`src/rtl/fd_pipe_reg_pkg.sv`:
```
// Shared constants, exception codes and the per-edge action selector for the
// fetch->decode pipeline register.
package fd_pipe_reg_pkg;

    localparam int          DATA_W_DEF    = 32;
    localparam int          EXC_W_DEF     = 5;
    localparam logic [31:0] RESET_PC8_DEF = 32'h0000_3008;
    localparam int          ERET_OFS_DEF  = 8;
    localparam int          CNT_W_DEF     = 16;

    localparam logic [EXC_W_DEF-1:0] EXC_NONE = 5'd0;
    localparam logic [EXC_W_DEF-1:0] EXC_ADEL = 5'd4;
    localparam logic [EXC_W_DEF-1:0] EXC_RI   = 5'd10;

    typedef enum logic [1:0] {
        ACT_LOAD  = 2'd0,
        ACT_STALL = 2'd1,
        ACT_ERET  = 2'd2,
        ACT_FLUSH = 2'd3
    } fd_action_e;

    // Fixed priority: flush > iseret > stall > load.
    function automatic fd_action_e fd_select(input logic flush,
                                             input logic iseret,
                                             input logic stall);
        if (flush)       return ACT_FLUSH;
        else if (iseret) return ACT_ERET;
        else if (stall)  return ACT_STALL;
        else             return ACT_LOAD;
    endfunction

endpackage

```
`src/rtl/fd_pipe_reg_if.sv`:
```
// Fetch/control side <-> D-stage register bundle. master drives the F-stage
// fields and control, slave is the pipeline register itself.
interface fd_pipe_reg_if #(
    parameter int DATA_W = 32,
    parameter int EXC_W  = 5,
    parameter int CNT_W  = 16
);
    logic              flush;
    logic              iseret;
    logic              stall;
    logic              valid_i;
    logic [DATA_W-1:0] instr_i;
    logic [DATA_W-1:0] pc8_i;
    logic [DATA_W-1:0] npcout;
    logic              bd_i;
    logic [EXC_W-1:0]  exccode_i;
    logic              cnt_clr;

    logic              valid_d;
    logic [DATA_W-1:0] instr_d;
    logic [DATA_W-1:0] pc8_d;
    logic              bd_d;
    logic [EXC_W-1:0]  exccode_d;
    logic [CNT_W-1:0]  stall_cnt;
    logic [CNT_W-1:0]  bubble_cnt;

    modport master (
        output flush, iseret, stall, valid_i, instr_i, pc8_i, npcout,
               bd_i, exccode_i, cnt_clr,
        input  valid_d, instr_d, pc8_d, bd_d, exccode_d, stall_cnt, bubble_cnt
    );

    modport slave (
        input  flush, iseret, stall, valid_i, instr_i, pc8_i, npcout,
               bd_i, exccode_i, cnt_clr,
        output valid_d, instr_d, pc8_d, bd_d, exccode_d, stall_cnt, bubble_cnt
    );
endinterface

```
`src/rtl/fd_pipe_reg_sat_counter.sv`:
```
// Saturating up-counter with synchronous clear that overrides the increment.
module fd_pipe_reg_sat_counter #(
    parameter int CNT_W = 16
) (
    input  logic             clk,
    input  logic             rst,
    input  logic             i_inc,
    input  logic             i_clr,
    output logic [CNT_W-1:0] o_cnt
);

    logic [CNT_W-1:0] r_cnt;

    always_ff @(posedge clk or posedge rst) begin
        if (rst) begin
            r_cnt <= '0;
        end else if (i_clr) begin
            r_cnt <= '0;
        end else if (i_inc && (r_cnt != '1)) begin
            r_cnt <= r_cnt + CNT_W'(1);
        end
    end

    assign o_cnt = r_cnt;

endmodule

```
`src/rtl/fd_pipe_reg.sv`:
```
// Fetch->decode pipeline register with flush / ERET redirect / stall priority
// and saturating stall and bubble performance counters.
module fd_pipe_reg
    import fd_pipe_reg_pkg::*;
#(
    parameter int                DATA_W    = DATA_W_DEF,
    parameter int                EXC_W     = EXC_W_DEF,
    parameter logic [DATA_W-1:0] RESET_PC8 = DATA_W'(RESET_PC8_DEF),
    parameter int                ERET_OFS  = ERET_OFS_DEF,
    parameter int                CNT_W     = CNT_W_DEF
) (
    input  logic         clk,
    input  logic         clr,
    fd_pipe_reg_if.slave bus
);

    fd_action_e        w_action;
    logic              r_valid;
    logic [DATA_W-1:0] r_instr;
    logic [DATA_W-1:0] r_pc8;
    logic              r_bd;
    logic [EXC_W-1:0]  r_exc;

    assign w_action = fd_select(bus.flush, bus.iseret, bus.stall);

    always_ff @(posedge clk or posedge clr) begin
        if (clr) begin
            r_valid <= 1'b0;
            r_instr <= '0;
            r_pc8   <= RESET_PC8;
            r_bd    <= 1'b0;
            r_exc   <= '0;
        end else begin
            unique case (w_action)
                ACT_FLUSH: begin
                    r_valid <= 1'b0;
                    r_instr <= '0;
                    r_pc8   <= RESET_PC8;
                    r_bd    <= 1'b0;
                    r_exc   <= '0;
                end
                ACT_ERET: begin
                    r_valid <= 1'b0;
                    r_instr <= '0;
                    r_pc8   <= bus.npcout + DATA_W'(ERET_OFS);
                    r_bd    <= 1'b0;
                    r_exc   <= '0;
                end
                ACT_STALL: begin
                end
                ACT_LOAD: begin
                    // An invalid fetch still carries its PC and delay-slot flag.
                    r_valid <= bus.valid_i;
                    r_instr <= bus.valid_i ? bus.instr_i : '0;
                    r_pc8   <= bus.pc8_i;
                    r_bd    <= bus.bd_i;
                    r_exc   <= bus.valid_i ? bus.exccode_i : '0;
                end
                default: begin
                end
            endcase
        end
    end

    assign bus.valid_d   = r_valid;
    assign bus.instr_d   = r_instr;
    assign bus.pc8_d     = r_pc8;
    assign bus.bd_d      = r_bd;
    assign bus.exccode_d = r_exc;

    // Index 0 counts stall edges, index 1 counts inserted bubbles.
    logic [1:0]       w_inc;
    logic [CNT_W-1:0] w_cnt [2];

    assign w_inc[0] = (w_action == ACT_STALL);
    assign w_inc[1] = (w_action == ACT_FLUSH) || (w_action == ACT_ERET) ||
                      ((w_action == ACT_LOAD) && !bus.valid_i);

    generate
        for (genvar gi = 0; gi < 2; gi++) begin : g_cnt
            fd_pipe_reg_sat_counter #(
                .CNT_W (CNT_W)
            ) u_cnt (
                .clk   (clk),
                .rst   (clr),
                .i_inc (w_inc[gi]),
                .i_clr (bus.cnt_clr),
                .o_cnt (w_cnt[gi])
            );
        end
    endgenerate

    assign bus.stall_cnt  = w_cnt[0];
    assign bus.bubble_cnt = w_cnt[1];

endmodule
```
`src/flat_wrapper.sv`:
```
// flat-port wrapper written by rule: the top's interface ports become plain ports
module fd_pipe_reg_flat import fd_pipe_reg_pkg::*;
#(
    parameter int                DATA_W    = DATA_W_DEF,
    parameter int                EXC_W     = EXC_W_DEF,
    parameter logic [DATA_W-1:0] RESET_PC8 = DATA_W'(RESET_PC8_DEF),
    parameter int                ERET_OFS  = ERET_OFS_DEF,
    parameter int                CNT_W     = CNT_W_DEF
)
  (clk, clr, bus_flush, bus_iseret, bus_stall, bus_valid_i, bus_instr_i, bus_pc8_i, bus_npcout, bus_bd_i, bus_exccode_i, bus_cnt_clr, bus_valid_d, bus_instr_d, bus_pc8_d, bus_bd_d, bus_exccode_d, bus_stall_cnt, bus_bubble_cnt);
  fd_pipe_reg_if #(.DATA_W(DATA_W), .EXC_W(EXC_W), .CNT_W(CNT_W)) bus_i ();
  input  logic clk;
  input  logic clr;
  input wire logic [$bits(bus_i.flush)-1:0] bus_flush;
  input wire logic [$bits(bus_i.iseret)-1:0] bus_iseret;
  input wire logic [$bits(bus_i.stall)-1:0] bus_stall;
  input wire logic [$bits(bus_i.valid_i)-1:0] bus_valid_i;
  input wire logic [$bits(bus_i.instr_i)-1:0] bus_instr_i;
  input wire logic [$bits(bus_i.pc8_i)-1:0] bus_pc8_i;
  input wire logic [$bits(bus_i.npcout)-1:0] bus_npcout;
  input wire logic [$bits(bus_i.bd_i)-1:0] bus_bd_i;
  input wire logic [$bits(bus_i.exccode_i)-1:0] bus_exccode_i;
  input wire logic [$bits(bus_i.cnt_clr)-1:0] bus_cnt_clr;
  output wire logic [$bits(bus_i.valid_d)-1:0] bus_valid_d;
  output wire logic [$bits(bus_i.instr_d)-1:0] bus_instr_d;
  output wire logic [$bits(bus_i.pc8_d)-1:0] bus_pc8_d;
  output wire logic [$bits(bus_i.bd_d)-1:0] bus_bd_d;
  output wire logic [$bits(bus_i.exccode_d)-1:0] bus_exccode_d;
  output wire logic [$bits(bus_i.stall_cnt)-1:0] bus_stall_cnt;
  output wire logic [$bits(bus_i.bubble_cnt)-1:0] bus_bubble_cnt;
  assign bus_i.flush = bus_flush;
  assign bus_i.iseret = bus_iseret;
  assign bus_i.stall = bus_stall;
  assign bus_i.valid_i = bus_valid_i;
  assign bus_i.instr_i = bus_instr_i;
  assign bus_i.pc8_i = bus_pc8_i;
  assign bus_i.npcout = bus_npcout;
  assign bus_i.bd_i = bus_bd_i;
  assign bus_i.exccode_i = bus_exccode_i;
  assign bus_i.cnt_clr = bus_cnt_clr;
  assign bus_valid_d = bus_i.valid_d;
  assign bus_instr_d = bus_i.instr_d;
  assign bus_pc8_d = bus_i.pc8_d;
  assign bus_bd_d = bus_i.bd_d;
  assign bus_exccode_d = bus_i.exccode_d;
  assign bus_stall_cnt = bus_i.stall_cnt;
  assign bus_bubble_cnt = bus_i.bubble_cnt;
  fd_pipe_reg #(.DATA_W(DATA_W), .EXC_W(EXC_W), .RESET_PC8(RESET_PC8), .ERET_OFS(ERET_OFS), .CNT_W(CNT_W)) u_core (.clk(clk), .clr(clr), .bus(bus_i));
endmodule
```
`config.mk`:
```
export PLATFORM = sky130hd
export DESIGN_NAME = fd_pipe_reg_flat
export DESIGN_NICKNAME = d
export VERILOG_FILES = /design/src/rtl/fd_pipe_reg_pkg.sv /design/src/rtl/fd_pipe_reg_if.sv /design/src/rtl/fd_pipe_reg_sat_counter.sv /design/src/rtl/fd_pipe_reg.sv /design/src/flat_wrapper.sv
export SDC_FILE = /design/constraint.sdc
export NUM_CORES = 1
export LEC_CHECK = 0
export CORE_UTILIZATION = 42
export DETAILED_ROUTE_END_ITERATION = 10
export GPL_TIMING_DRIVEN = 0
export PLACE_DENSITY = 0.79
export SLEW_MARGIN = 0
export SYNTH_ARGS = -nofsm -noshare
export SYNTH_HDL_FRONTEND = slang
export SYNTH_SLANG_ARGS = --single-unit
```
`constraint.sdc`:
```
create_clock -name clk -period 10.5 [get_ports clk]
set_input_delay 3.15 -clock clk [delete_from_list [all_inputs] [get_ports clk]]
set_output_delay 3.15 -clock clk [all_outputs]
set_load 0.05 [all_outputs]
```
-- Word-level counts from Yosys, hierarchy flattened
Index checks and enable logic that the tools add are counted.
- add/sub/neg operators: 3
- equality and inequality tests: 5
- mux-type cells: 14
- reduce and logical (&&, ||, !) cells: 12
- operators with widths (kind ; number):
    32-bit case mux with 3 select lines ; 1
    16-bit two-way mux ; 4
    32-bit case mux with 2 select lines ; 1
    16-bit by 1-bit adder with 16-bit output (second input constant) ; 2
    32-bit by 4-bit adder with 32-bit output (second input constant) ; 1
    32-bit two-way mux ; 1
    16-bit inequality test (second input constant) ; 2
    5-bit case mux with 2 select lines ; 1
    2-bit nonzero test ; 3
    5-bit two-way mux ; 1
    2-bit == test (second input constant) ; 2
    2-bit two-way mux ; 2
    1-bit case mux with 2 select lines ; 2
    1-bit logical AND ; 3
    3-bit nonzero test ; 1
    2-bit by 1-bit == test with 1-bit output (second input constant) ; 1
    2-bit logical NOT ; 1
    1-bit logical OR ; 2
    2-bit OR reduction ; 1
    1-bit logical NOT ; 1
    1-bit two-way mux ; 1
- bits in registers: 103
- input bits: 109
- output and inout bits: 103

-- Longest topological paths before layout
- depth in word-level cells: 9
- gate-level depth with buffers: 7

-- Hierarchy
From an unflattened synthesis, not the netlist that was laid out.
- cell total of the unflattened synthesis: 538
- area total of the unflattened synthesis: 5439.0 sq um
- by module, submodules not included (module ; times used ; cells each ; area each (sq um) ; sequential area each (sq um)):
    fd_pipe_reg ; 1 ; 336 ; 3574.7 ; 1780.5
    fd_pipe_reg_sat_counter ; 2 ; 101 ; 932.1 ; 400.4

-- Worst setup path after synthesis
No wires, ideal clock.
- path type: input to register
- start: in bus_npcout[3]
- end: reg u_core.r_pc8[23] (netlist: u_core.bus.pc8_d[23])
- arrival time: 4.300 ns
- required time: 10.368 ns
- slack: 6.068 ns
- cell stages on the path: 6
- buffers on the path: 0
- cells stage by stage: ha_1 > nand4_1 > nor4_4 > nand4_1 > xor2_1 > o21ai_1
- longest elaborated chain between the ends: 2
- RTL lines (what ; line ; text):
    start, declared ; flat_wrapper.sv:20 ; input wire logic [$bits(bus_i.npcout)-1:0] bus_npcout;
    32-bit by 4-bit adder with 32-bit output ; fd_pipe_reg.sv:45 ; r_pc8 <= bus.npcout + DATA_W'(ERET_OFS);
    32-bit case mux with 3 select lines ; fd_pipe_reg.sv:34 ; unique case (w_action)
    end signal, assigned ; fd_pipe_reg.sv:45 ;
    end signal, assigned ; fd_pipe_reg.sv:55 ; r_pc8 <= bus.pc8_i;
    end, declared ; fd_pipe_reg.sv:20 ; logic [DATA_W-1:0] r_pc8;
Every way passes these cells.
A chain may end at the register's enable or synchronous reset.

-- Worst setup path in the final report
- start: in bus_npcout[3]
- end: reg u_core.r_pc8[27] (netlist: u_core.bus.pc8_d[27])
The elaborated chain is that of the path after synthesis.

==> summary.txt <==
Worst hold path
  – Worst min path class: reg -> reg

Global routing
  – GRT overflow: 0
  – Vias in the first global route: 4780
  – Antenna violations before repair: 0
  – Largest net degree at the start of global routing: 57
  – Overall Global Routing Usage: approximately a quarter
  – First-pass GRT wire length: between 20000 and 25000 microns

Layout
  – Layout cells sized above 1: roughly 7.3%
  – N_diodes: 0
  – Final cell count without fillers: 843
  – Area Overhead vs Synth: 52.2%
  – Fin area: 7770 sq um
  – Final #Nets: 807

Clock tree
  – Max clock buf depth: 2
  – # hold bufs at CTS: 0
  – CTS resizes: 0
  – CTS tree: done
  – Post-CTS repair timing setup buffer count: 0
  – TritonCTS buffer count: 9
  – Sink Count: 103
  – Root buf cell: clkbuf_16
  – Clock-pin slew on the worst setup and hold paths: 0.07 ns
  – Worst skew pair latency: between 0.3 and 0.4 ns
  – Total number of H-tree levels: 3

Synth
  – Synth unique cells: 45
  – Post-Syn Instances: about 470
  – Async SR Flop Fraction: 100%
  – XOR/XNOR share of the synthesized area: 9.09%
  – Post-synth EDFFs: 0
  – Synth cell count leaders: 100 x dfrtp_1, 50 x nor2_1, 38 x a22o_1, 38 x xor2_1, 24 x a22oi_1
  – Post-Syn Area per Cell: 10.8 sq um
  – Post-Syn Nets: 585
  – Compound-cell area share of the yosys netlist: between 10% and 20%
  – Synth Flop Type: dfrtp_1
  – Area leader, netlist: dfrtp_1
  – Largest family of logic cells by synthesized area: compound AO/OA/AOI/OAI gates
  – Seq cells post-synth: between 100 and 150
  – Top cells by area, synth: dfrtp_1 49%, a22o_1 6.5%, xor2_1 6.5%
  – Post-synthesis simple-gate area fraction: between 10% and 20%
  – Synth warn: 0
  – Sequential fraction of the synthesis area: 50.6%
  – Yosys top cell area share: 49.0%
  – Mapped Area: 5110 sq um
  – Most common cell in the netlist: dfrtp_1
  – Synth Area in Adders: 0.735%
  – Post-synthesis mux area share: 1.96%

Timing
  – Crit path time final: 4.93 ns
  – Hold Vio Cnt, Final: 0
  – Max Freq: 0.203 GHz
  – Worst-Margin Slew: 0.836 ns
  – Final WS setup: 5.57 ns
  – Final Max Slew Viols: 0
  – RSZ-0062 raised after global routing: false
  – Crit share post-route: 47.0%
  – Final Setup Violations: 0
  – Setup TNS: 0 ns
  – Relative slew slack: 43.8%
  – Clock Skew: 0.00609 ns

Drt
  – DR WL/cell: 17.5 microns
  – DRT iter0 DRCs: 241
  – Via count: 4592
  – Total wire length: roughly 15000 microns
  – DRC viols: 17
  – Antenna viol nets, final: 0
  – Drt first pass iters: 8
  – DR vias/cell: 5.45

Place
  – Post-Place Cell Area: 7420 sq um
  – Hpwl dp: 11000 microns
  – RD Place Congestion: 0.889
  – Placed cells: 827
  – Place WS: 5.18 ns
  – # port buffers: 210

Worst setup path
  – CP Launch Type: input port
  – Crit. End Element: register
  – Required time of the critical path: 10.71 ns
  – Kind of critical path: in -> reg
  – WP data arrival: 5.15 ns
  – Peak fanout along the critical path: 8

Job
  – MaxCap Viol Count: 0

Die
  – Core area: about 12000 sq um
  – Die Wd: 112 microns
  – Boundary pin count: 212
  – Initial Utilization: 44.0%
  – Die height: 112 microns
  – Die area: approximately 13000 sq um
  – Row Count: 39

Power
  – Lkg Pwr: 3.15 nW
  – Worst VDD drop: 0.0000789 V
  – Pwr dens: approximately 130 nW/um^2

Run status
  – Failing checks: design-rule violations
  – Outcome: finished, violations left
## cell families (layout without fill, tap and decap cells)
kind of cell | count (synthesis) | after routing
simple gates | 149 | 149
compound gates | 121 | 121
flops | 103 | 103
xor+xnor | 53 | 53
buf+inv | 34 | 261
mux | 10 | 10
fa+ha+maj | 3 | 3
## power by group
group	leakage [nW]	switching, W	internal, W
Clock	0.176	0.000148	0.000246
Sequential	1.40	0.00000930	0.000410
Combinational	1.58	0.000100	0.0000758
## metal layers
metal | GRT usage (%) | vias up | part of all wire [%]
li1 | - | 2175 | -
met1 | 29.2 | 2207 | 41
met2 | 41.9 | 180 | 49
met3 | 5.83 | 30 | 7.2
met4 | 11.0 | 0 | 2.6
met5 | 0 | - | 0
## metrics by stage
stage	power [W]	hold slack [ns]	util (%)
finish	0.000990	0.505	66.9
global route	0.00103	0.515	66.9
CTS	0.00100	0.511	66.9
detailed placement	0.000603	0.490	63.9
global placement	0.000599	0.487	63.6
floorplan	0.000515	0.669	-
## final timing paths
kind / slack (ns) / start / cells past startpoint / endpoint
worst max-delay path: 5.57 / bus_npcout[3] / 7 / u_core.bus.pc8_d[27]
worst min-delay path: 0.50 / u_core.bus.exccode_d[0] / 1 / u_core.bus.exccode_d[0]
worst max register to register: 8.60 / u_core.g_cnt[1].u_cnt.o_cnt[0] / 7 / u_core.g_cnt[1].u_cnt.o_cnt[5]
worst min register to register: 0.50 / u_core.bus.exccode_d[0] / 1 / u_core.bus.exccode_d[0]
max in group asynchronous: 6.51 / clr / 3 / u_core.bus.pc8_d[3]
min in group asynchronous: 3.24 / clr / 2 / u_core.bus.instr_d[12]
## cells in the final DEF, fill, tap and decap left out, drive strengths merged, types with 2 or more instances in the layout
cell type	netlist	layout
a2111oi	3	3
o2111ai	2	2
and2	2	2
and3	10	10
a22o	38	38
nand3	21	21
nand2	21	21
nor3	2	2
dfrtp	100	100
inv	6	6
nor4b	2	2
xor2	38	38
nor4	4	4
a211oi	13	13
clkinv	0	2
nor2b	5	5
clkbuf	17	28
o211ai	6	6
buf	11	12
dfstp	3	3
ha	3	3
clkdlybuf4s50	0	210
a22oi	24	24
and4	3	3
nand4	20	20
nor2	51	51
bufinv	0	3
nand2b	2	2
xnor2	15	15
a21oi	9	9
mux2i	10	10
or2	3	3
o21ai	25	25
## sequential cells by signal, indices dropped and copies added (netlist names)
register	flops
u_core.bus.valid_d	1
u_core.bus.pc8_d	32
u_core.bus.instr_d	32
u_core.g_cnt.u_cnt.o_cnt	32
u_core.bus.exccode_d	5
u_core.bus.bd_d	1
## area by class of cell
type / count / area, sq um
Fill cell: 888 / 3840
Sequential cell: 103 / 2580
Multi-Input combinational cell: 336 / 2360
Timing Repair Buffer: 211 / 2130
Clock buffer: 11 / 253
Tap cell: 143 / 179
Buffer: 28 / 138
Clock inverter: 5 / 104
Inverter: 6 / 25.0
## critical path: stages
cell and delay, ns:
clkdlybuf4s50_1 0.58, ha_1 0.26, nand4_1 0.18, nor4_4 0.56
nand3_1 0.16, xor2_1 0.19, o21ai_1 0.08
Note: power is estimated with default switching activity, not from simulation.
==> patch 1: new RTL, config.mk and constraints unchanged <==
Set the package constant `EXC_W_DEF` to 10 (it was 5).
--- a/src/rtl/fd_pipe_reg_pkg.sv
+++ b/src/rtl/fd_pipe_reg_pkg.sv
@@ -5,3 +5,3 @@
     localparam int          DATA_W_DEF    = 32;
-    localparam int          EXC_W_DEF     = 5;
+    localparam int          EXC_W_DEF     = 10;
     localparam logic [31:0] RESET_PC8_DEF = 32'h0000_3008;
Ports: changed (resized bus_exccode_d and bus_exccode_i); port bits go from 212 to 222. No check against the original RTL was run, so the function may have changed too.
==> patch 1 against the original RTL <==
Total power is 4.2% lower. Synthesized area up 2.7%. Sequential cell count grew 5. Combinational power increased by 3%. Wire length rose by 4.9%. Design area increased by 2.4%. Setup slack lost 0.068 ns. Count of clock-buffer cells in the layout shrank 2. Highest routed layer unchanged.
==> patch 1: results (changes against the original RTL) <==
Run status
  • Status: completed (was finished with violations)

Placed design
  • Post-DP HPWL: 11.8 mm (was 11.0 mm)
  • PortBufs: 220 (was 210)
  • Dpl ws: 5.08 ns (was 5.18 ns)
  • Routability cong.: 0.859 (was 0.889)
  • Placed instance area: 7680 um2 (was 7420 um2)

Cells and area
  • Net count, final: 831 (was 807)
  • Fillers: 995 (was 888)
  • Proportion of layout cells with a drive suffix above 1: 6.68% (was 7.29%)

Yosys
  • Proportion of synthesized area in mux cells: 1.34% (was 1.96%)
  • Avg Cell Area, Syn: 10.9 um2 (was 10.8 um2)
  • Post-synthesis xor/xnor area fraction: 8.02% (was 9.09%)
  • Most frequent cells after synthesis: 105 x dfrtp_1, 43 x a22o_1, 42 x nor2_1 (was 100 x dfrtp_1, 50 x nor2_1, 38 x a22o_1, 38 x xor2_1, 24 x a22oi_1)
  • Synth unique cells: 51 (was 45)
  • Adder-Cell Fraction of Synth Area: 0.716% (was 0.735%)
  • Synth top area cells: dfrtp_1 50%, a22o_1 7.2%, xnor2_1 4.2% (was dfrtp_1 49%, a22o_1 6.5%, xor2_1 6.5%)
  • Sequential area share after synthesis: 51.6% (was 50.6%)
  • Share of the synthesized area in the top cell type: 50.1% (was 49.0%)
  • Synth Net Count: 599 (was 585)

Timing
  • Hold Slack: 0.507 ns (was 0.505 ns)
  • Skew final: 0.00724 ns (was 0.00609 ns)
  • Slew @ Worst Pin: 0.818 ns (was 0.836 ns)
  • Fin crit share: 47.6% (was 47.0%)

Drt
  • Vias: 4884 (was 4592)
  • Final wirelength: 15.5 mm (was 14.8 mm)
  • Initial DRC count: 243 (was 241)
  • Drt first pass iters: 5 (was 8)

Setup path
  • Delay-heaviest family, CP: buffers and inverters (was simple AND/OR/NAND/NOR gates)
  • Crit path max-delay cell type: nor3_1 (was clkdlybuf4s50_1)
  • Worst path arrival time: 5.29 ns (was 5.15 ns)
  • Max incr delay on CP: 0.61 ns (was 0.58 ns)
  • Crit-path max FO: 10 (was 8)

Global routing
  • Number of global-route vias before repair: 5001 (was 4780)
  • Tot GR Track Use: 24.8% (was 24.4%)
  • Largest net degree at the start of global routing: 65 (was 57)

Pwr
  • Peak supply drop: 0.0000896 V (was 0.0000789 V)
  • Switch Pwr: 275 uW (was 257 uW)
-- patch 1: changes by cell type after synthesis, moves of 8 or more --
cell,change
o21ai_0,+15
xor2_1,-15
nor3_1,+12
o21ai_1,-12
xnor2_1,+10
nor2_1,-8
-- patch 1: power groups by stage --
stage	clock, mW	combinational (mW)	sequential (mW)
6_report	0.329	0.181	0.439
2_1_floorplan	0	0.0419	0.494
5_1_grt	0.352	0.192	0.441
3_3_place_gp	0	0.177	0.446
3_5_place_dp	0	0.182	0.447
4_1_cts	0.335	0.182	0.439
-- patch 1: area by class of cell --
| class | count | area [um2] | share of cell area (%) |
|---|---|---|---|
| Sequential cell | 108 | 2710 | 34.0 |
| Multi-Input combinational cell | 341 | 2380 | 29.9 |
| Timing Repair Buffer | 221 | 2220 | 27.9 |
| Clock buffer | 9 | 225 | 2.83 |
| Tap cell | 168 | 210 | 2.64 |
| Buffer | 26 | 128 | 1.60 |
| Clock inverter | 7 | 58.8 | 0.738 |
| Inverter | 7 | 28.8 | 0.361 |
-- patch 1: final timing paths --
kind                                                start                               to  depth (start not counted)
setup reg to reg           u_core.g_cnt[1].u_cnt.o_cnt[0]   u_core.g_cnt[1].u_cnt.o_cnt[0]                          6
setup / recovery                               bus_iseret           u_core.bus.instr_d[12]                          6
hold / removal                     u_core.bus.instr_d[23]           u_core.bus.instr_d[23]                          1
min in group asynchronous                             clr           u_core.bus.instr_d[10]                          2
hold reg to reg                    u_core.bus.instr_d[23]           u_core.bus.instr_d[23]                          1
max in group asynchronous                             clr  u_core.g_cnt[0].u_cnt.o_cnt[12]                          3
-- patch 1: routing by layer --
layer / part of all wire (%) / global-route usage (%) / wire length [um]
met1: 41 / 30.2 / 6330
met5: 0 / 0 / 0
met4: 2.6 / 11.4 / 398
met3: 6.6 / 5.53 / 1020
met2: 50 / 41.9 / 7720
